**src/rtl/sram_pkg.sv**
```systemverilog
// -----------------------------------------------------------------------------
// sram_pkg
// Shared definitions for the SRAM bridge and its downstream driver:
//   - mosi command field positions and widths
//   - bridge FSM state type
//   - mk_mosi(): packs a driver command word from rw / wdata / address
// -----------------------------------------------------------------------------
package sram_pkg;

    localparam int SRAM_AW = 19;   // halfword address width
    localparam int SRAM_DW = 16;   // SRAM data width
    localparam int MOSI_W  = 36;   // packed command width

    // mosi field positions
    localparam int RW_BIT = 35;
    localparam int WD_MSB = 34;
    localparam int WD_LSB = 19;
    localparam int AD_MSB = 18;

    typedef enum logic [2:0] {
        ST_IDLE = 3'd0,
        ST_LO   = 3'd1,
        ST_GAP  = 3'd2,
        ST_HI   = 3'd3,
        ST_RESP = 3'd4
    } bridge_state_t;

    // Build a driver command word; unused bits stay zero.
    function automatic logic [MOSI_W-1:0] mk_mosi(
        input logic               rw,
        input logic [SRAM_DW-1:0] wdata,
        input logic [AD_MSB:0]    addr
    );
        logic [MOSI_W-1:0] m;
        m                = '0;
        m[RW_BIT]        = rw;
        m[WD_MSB:WD_LSB] = wdata;
        m[AD_MSB:0]      = addr;
        return m;
    endfunction

endpackage

```
**src/rtl/sram_bridge.sv**
```systemverilog
// -----------------------------------------------------------------------------
// sram_bridge
// Splits each 32-bit word request from the core memory stage into two 16-bit
// halfword transactions (low half first) on the SRAM driver's cs_n/mosi/miso
// interface, and returns one response per request.
//
// Ports:
//   sck        in   clock, rising edge
//   rst        in   asynchronous active-high reset
//   req_valid  in   request present
//   req_ready  out  bridge can accept (high only in IDLE)
//   req_we     in   1 = write word, 0 = read word
//   req_addr   in   byte address; only bits [SRAM_AW:2] are used
//   req_wdata  in   write data
//   rsp_valid  out  one-cycle completion pulse
//   rsp_rdata  out  read word (0 for writes), held until the next response
//   cs_n       out  driver chip select, active low
//   mosi       out  {rw, wdata[15:0], halfword addr[18:0]}; 0 while cs_n high
//   miso       in   registered read data from the driver
// -----------------------------------------------------------------------------
module sram_bridge #(
    parameter int RD_WAIT = 3,
    parameter int WR_HOLD = 2,
    parameter int SRAM_AW = sram_pkg::SRAM_AW
) (
    input  logic                        sck,
    input  logic                        rst,
    input  logic                        req_valid,
    output logic                        req_ready,
    input  logic                        req_we,
    input  logic [31:0]                 req_addr,
    input  logic [31:0]                 req_wdata,
    output logic                        rsp_valid,
    output logic [31:0]                 rsp_rdata,
    output logic                        cs_n,
    output logic [sram_pkg::MOSI_W-1:0] mosi,
    input  logic [sram_pkg::SRAM_DW-1:0] miso
);
    import sram_pkg::*;

    localparam int MAX_N = (RD_WAIT > WR_HOLD) ? RD_WAIT : WR_HOLD;
    localparam int CNT_W = $clog2(MAX_N + 1);
    localparam logic [CNT_W-1:0] RD_LAST = CNT_W'(RD_WAIT - 1);
    localparam logic [CNT_W-1:0] WR_LAST = CNT_W'(WR_HOLD - 1);

    generate
        if (RD_WAIT < 3 || WR_HOLD < 1 || SRAM_AW != AD_MSB + 1) begin : g_param_check
            $error("sram_bridge: illegal RD_WAIT/WR_HOLD/SRAM_AW");
        end
    endgenerate

    bridge_state_t state_r, state_nxt;

    logic                 we_r,       we_nxt;
    logic [SRAM_AW-2:0]   w_r,        w_nxt;
    logic [SRAM_DW-1:0]   wdata_hi_r, wdata_hi_nxt;
    logic [SRAM_DW-1:0]   rd_lo_r,    rd_lo_nxt;
    logic [CNT_W-1:0]     cnt_r,      cnt_nxt;
    logic                 cs_n_r,     cs_n_nxt;
    logic [MOSI_W-1:0]    mosi_r,     mosi_nxt;
    logic                 ready_r,    ready_nxt;
    logic                 rsp_valid_r, rsp_valid_nxt;
    logic [31:0]          rsp_rdata_r, rsp_rdata_nxt;

    logic                 last_s;
    logic                 unused_s;

    // Address bits outside the word index carry no information for the SRAM.
    assign unused_s = ^{req_addr[31:SRAM_AW+1], req_addr[1:0]};

    // The current halfword ends on the N-th edge since cs_n fell.
    assign last_s = we_r ? (cnt_r == WR_LAST) : (cnt_r == RD_LAST);

    // State register.
    always_ff @(posedge sck or posedge rst) begin
        if (rst) begin
            state_r <= ST_IDLE;
        end else begin
            state_r <= state_nxt;
        end
    end

    // Next-state logic.
    always_comb begin
        state_nxt = state_r;
        case (state_r)
            ST_IDLE: begin
                if (req_valid) state_nxt = ST_LO;
                else           state_nxt = ST_IDLE;
            end
            ST_LO: begin
                if (last_s) state_nxt = ST_GAP;
                else        state_nxt = ST_LO;
            end
            ST_GAP:  state_nxt = ST_HI;
            ST_HI: begin
                if (last_s) state_nxt = ST_RESP;
                else        state_nxt = ST_HI;
            end
            ST_RESP: state_nxt = ST_IDLE;
            default: state_nxt = ST_IDLE;
        endcase
    end

    // Next values of the latched request, counter and all registered outputs.
    always_comb begin
        we_nxt        = we_r;
        w_nxt         = w_r;
        wdata_hi_nxt  = wdata_hi_r;
        rd_lo_nxt     = rd_lo_r;
        cnt_nxt       = cnt_r;
        cs_n_nxt      = cs_n_r;
        mosi_nxt      = mosi_r;
        rsp_valid_nxt = 1'b0;
        rsp_rdata_nxt = rsp_rdata_r;
        ready_nxt     = (state_nxt == ST_IDLE);
        case (state_r)
            ST_IDLE: begin
                if (req_valid) begin
                    we_nxt       = req_we;
                    w_nxt        = req_addr[SRAM_AW:2];
                    wdata_hi_nxt = req_wdata[31:16];
                    cnt_nxt      = '0;
                    cs_n_nxt     = 1'b0;
                    // Reads carry a zero data field.
                    mosi_nxt     = mk_mosi(req_we,
                                           req_we ? req_wdata[15:0] : 16'h0000,
                                           {req_addr[SRAM_AW:2], 1'b0});
                end else begin
                    cs_n_nxt = 1'b1;
                    mosi_nxt = '0;
                end
            end
            ST_LO: begin
                if (last_s) begin
                    cs_n_nxt = 1'b1;
                    mosi_nxt = '0;
                    if (!we_r) rd_lo_nxt = miso;
                    else       rd_lo_nxt = rd_lo_r;
                end else begin
                    cnt_nxt = cnt_r + 1'b1;
                end
            end
            ST_GAP: begin
                cs_n_nxt = 1'b0;
                cnt_nxt  = '0;
                mosi_nxt = mk_mosi(we_r, we_r ? wdata_hi_r : 16'h0000, {w_r, 1'b1});
            end
            ST_HI: begin
                if (last_s) begin
                    cs_n_nxt      = 1'b1;
                    mosi_nxt      = '0;
                    rsp_valid_nxt = 1'b1;
                    if (we_r) rsp_rdata_nxt = 32'h0000_0000;
                    else      rsp_rdata_nxt = {miso, rd_lo_r};
                end else begin
                    cnt_nxt = cnt_r + 1'b1;
                end
            end
            ST_RESP: begin
                cs_n_nxt = 1'b1;
                mosi_nxt = '0;
            end
            default: begin
                cs_n_nxt = 1'b1;
                mosi_nxt = '0;
            end
        endcase
    end

    // Datapath and output registers; reset drops any in-flight request.
    always_ff @(posedge sck or posedge rst) begin
        if (rst) begin
            we_r        <= 1'b0;
            w_r         <= '0;
            wdata_hi_r  <= '0;
            rd_lo_r     <= '0;
            cnt_r       <= '0;
            cs_n_r      <= 1'b1;
            mosi_r      <= '0;
            ready_r     <= 1'b1;
            rsp_valid_r <= 1'b0;
            rsp_rdata_r <= 32'h0000_0000;
        end else begin
            we_r        <= we_nxt;
            w_r         <= w_nxt;
            wdata_hi_r  <= wdata_hi_nxt;
            rd_lo_r     <= rd_lo_nxt;
            cnt_r       <= cnt_nxt;
            cs_n_r      <= cs_n_nxt;
            mosi_r      <= mosi_nxt;
            ready_r     <= ready_nxt;
            rsp_valid_r <= rsp_valid_nxt;
            rsp_rdata_r <= rsp_rdata_nxt;
        end
    end

    assign req_ready = ready_r;
    assign rsp_valid = rsp_valid_r;
    assign rsp_rdata = rsp_rdata_r;
    assign cs_n      = cs_n_r;
    assign mosi      = mosi_r;

endmodule

```
**config.mk**
```make
export PLATFORM = sky130hd
export DESIGN_NAME = sram_bridge
export DESIGN_NICKNAME = d
export VERILOG_FILES = /design/src/rtl/sram_pkg.sv /design/src/rtl/sram_bridge.sv
export SDC_FILE = /design/constraint.sdc
export NUM_CORES = 1
export LEC_CHECK = 0
export CORE_ASPECT_RATIO = 2
export CORE_UTILIZATION = 44
export CTS_BUF_LIST = sky130_fd_sc_hd__clkbuf_4
export DETAILED_ROUTE_END_ITERATION = 12
export GPL_TIMING_DRIVEN = 1
export PLACE_DENSITY = 0.81
export SYNTH_ARGS = -nofsm -noshare
export SYNTH_HDL_FRONTEND = slang
export SYNTH_SLANG_ARGS = --single-unit
```
**constraint.sdc**
```tcl
create_clock -name sck -period 3.8 [get_ports sck]
set_input_delay 0.57 -clock sck [delete_from_list [all_inputs] [get_ports sck]]
set_output_delay 0.57 -clock sck [all_outputs]
set_load 0.05 [all_outputs]
```
==> results.py <==
metrics = {
    "status": {
        "outcome": "complete, no violations",
    },
    "setup_path": {
        "timing.rr.end": "rsp_rdata[9]$_DFFE_PP0N_",
        "startpoint": "state_r[1]$_DFF_PP0_",
        "endpoint": "rsp_rdata[9]$_DFFE_PP0N_",
        "criticalPathCategory": "reg2reg",
        "r2r_cells": 4,
        "r2r_start": "state_r[1]$_DFF_PP0_",
        "critical_path_required_ns": 4.26,
        "crit_path_end_kind": "flip-flop",
        "reg2reg_slack_ns": 1.31,
        "cp.arrival_ns": 2.94,
        "worstPathMaxFanout": 33,
        "cp-start-kind": "flip-flop",
    },
    "place": {
        "hpwl_mm": 8.672,
        "place_congestion": 0.7749,
        "io_buffers": 140,
    },
    "power": {
        "cellPowerDensity_nw_per_um2": 957.3,
        "leakage_nw": 3.112,
        "power.total_mw": 6.653,
        "ir_drop_v": 0.0006051,
    },
    "global_route": {
        "overflow": 0,
        "grt_first_pass_wirelength_mm": 20.02,
        "use_met1_pct": 23.67,
        "first_global_vias": 3910,
        "busiest_layer": "met2",
        "grt_use_met2_pct": 37.60,
        "grt_max_degree": 83,
        "track_usage_pct": 21.71,
        "use_met3_pct": 4.927,
        "antenna_found_initial": 1,
    },
    "min_path": {
        "holdCritPathClass": "in2async",
    },
    "yosys": {
        "synth_fp_nets": 465,
        "syn_avg_cell_area_um2": 13.54,
        "synth_edf_count": 0,
        "ys_seq_area_share_pct": 61.67,
        "synth-seq-cells": 127,
        "ys_types": 37,
        "syn_inst": 381,
        "syn_area_um2": 5157,
        "ys.flop_type": "dfrtp_1",
        "yosys_warnings": 0,
        "synthArstFlopShare_pct": 100.0,
    },
    "sta": {
        "hold_violations": 0,
        "min_period_ns": 2.486,
        "setup_tns_ns": 0,
        "fin_crit_sh_pct": 65.43,
        "final_max_slew_viol_count": 0,
        "relSlewSlack_pct": 25.48,
        "setup_viol": 0,
        "grt_setup_unrepaired": "no",
        "timing.fmax_mhz": 402.2,
        "clock_skew_ns": 0.01386,
        "worstMarginPinSlew_ns": 1.118,
    },
    "clock_tree": {
        "postCtsSetupRepairBufs": 0,
        "clock_latency_ns": 0.52,
        "root_buffer": "clkbuf_4",
        "cts_hold_buf": 0,
        "numCtsBuffers": 17,
        "clk_pin_slew_ns": 0.11,
        "clkSinkCount": 127,
        "cts_resized": 0,
        "h-tree-depth": 4,
        "cts_buffer_depth": 2,
        "cts_tree": "yes",
    },
    "cells_and_area": {
        "layout-drive-gt1-share_pct": 18.49,
        "syn2layout_area_growth_pct": 34.76,
        "mostFrequentLayoutCell": "clkdlybuf4s50_1",
        "fillers": 916,
        "multiInputGateArea_um2": 1827,
        "final_nets": 601,
        "seq_area_um2": 3181,
        "layout_common_cells": "clkdlybuf4s50_1, dfrtp_1, mux2_2",
    },
    "drt": {
        "first_iter_violations": 160,
        "vias": 3797,
        "routedWlPerCell_um": 18.53,
        "drc": 0,
        "avgViaCountPerCell": 5.642,
        "wirelength_mm": 12.47,
        "first_pass_iters": 5,
        "route.antenna.remaining_nets": 0,
    },
    "die": {
        "io_pins": 155,
        "initial_utilization_pct": 45.42,
        "row_count": 55,
        "dieWidth_um": 78.56,
        "dieArea_um2": 12180,
        "core_um2": 11350,
        "chipHeight_um": 155.1,
    },
    "job": {
        "maxCapViolCount": 0,
    },
}
-- worst min-delay path by stage --
stage	startpoint	to	slack, ns	depth (start not counted)
2_1_floorplan	rd_lo_r[12]$_DFFE_PP0P_	rsp_rdata[12]$_DFFE_PP0N_	0.47	1
3_3_place_gp	cs_n$_DFFE_PP1P_	cs_n$_DFFE_PP1P_	0.45	2
3_5_place_dp	cs_n$_DFFE_PP1P_	cs_n$_DFFE_PP1P_	0.46	2
4_1_cts	rst	rsp_rdata[17]$_DFFE_PP0N_	0.43	2
5_1_grt	rst	rsp_rdata[18]$_DFFE_PP0N_	0.44	2
6_report	rst	rsp_rdata[18]$_DFFE_PP0N_	0.45	2
-- cells in the mapped netlist, types with 3 or more instances --
| library cell | instances | area (um2) |
|---|---|---|
| dfrtp_1 | 125 | 3128 |
| inv_1 | 5 | 18.77 |
| nor3_1 | 9 | 45.04 |
| o2bb2ai_1 | 6 | 52.55 |
| nor2_1 | 7 | 26.28 |
| a22o_1 | 30 | 262.8 |
| mux2_2 | 42 | 473.0 |
| o21ai_0 | 14 | 70.07 |
| buf_2 | 3 | 15.01 |
| a22oi_1 | 5 | 37.54 |
| nor2b_1 | 3 | 18.77 |
| mux2_4 | 10 | 150.1 |
| and3_1 | 25 | 156.4 |
| a21oi_1 | 9 | 45.04 |
| clkbuf_1 | 22 | 82.58 |
| nand2_1 | 10 | 37.54 |
| a211oi_1 | 8 | 60.06 |
| a221o_1 | 25 | 250.2 |
-- area by class of cell --
| class | instances | share of cell area [%] |
|---|---|---|
| clock buffers | 17 | 1.836 |
| multi-input cells | 219 | 26.28 |
| repair buffers | 147 | 21.10 |
| well taps | 142 | 2.556 |
| diodes | 1 | 0.03600 |
| flip-flops and latches | 127 | 45.76 |
| clock inverters | 15 | 2.106 |
| inverters | 5 | 0.3240 |
-- cell families after synthesis --
logic type / after synthesis / share of synthesized area [%]
buffers and inverters: 35 / 3.227
multiplexers: 53 / 12.28
AND/OR/NAND/NOR: 65 / 7.181
flip-flops: 127 / 61.67
AO/OA/AOI/OAI: 101 / 15.65
-- registers in the layout, indices dropped and copies added (netlist names) --
| register | cells |
|---|---|
| wdata_hi_r | 16 |
| cs_n | 1 |
| w_r | 18 |
| we_r | 1 |
| rd_lo_r | 16 |
| rsp_rdata | 32 |
| mosi | 36 |
| req_ready | 1 |
| rsp_valid | 1 |
| state_r | 3 |
| cnt_r | 2 |
-- where the power goes --
group	total [mW]	switching (mW)	leakage, nW	internal, mW
logic	3.32	2.00	1.36	1.32
clock network	0.895	0.509	0.145	0.386
registers	2.44	0.453	1.61	1.99
-- metal layers --
metal	vias up	wire length, um
li1	1712	-
met1	1911	4729
met2	134	6753
met3	40	444
met4	0	543
met5	-	0
-- per-stage QoR --
stage	instance area, um2	utilization (%)	instances	hold slack, ns	worst slack [ns]
final	6950	61.21	673	0.4535	1.314
after global placement	6674	58.78	640	0.4513	1.266
after global routing	6950	61.21	673	0.4433	1.109
after CTS	6948	61.19	672	0.4318	1.275
after detailed placement	6674	58.78	640	0.4615	1.229
after floorplan	5161	-	381	0.4675	1.664
-- critical path: stages, from the launching register on --
cell and delay [ns]:
dfrtp_1 1.01, nand3b_1 0.63, nor2_1 0.26, buf_4 0.30, a22o_1 0.21
Note: power is estimated with default switching activity, not from simulation.
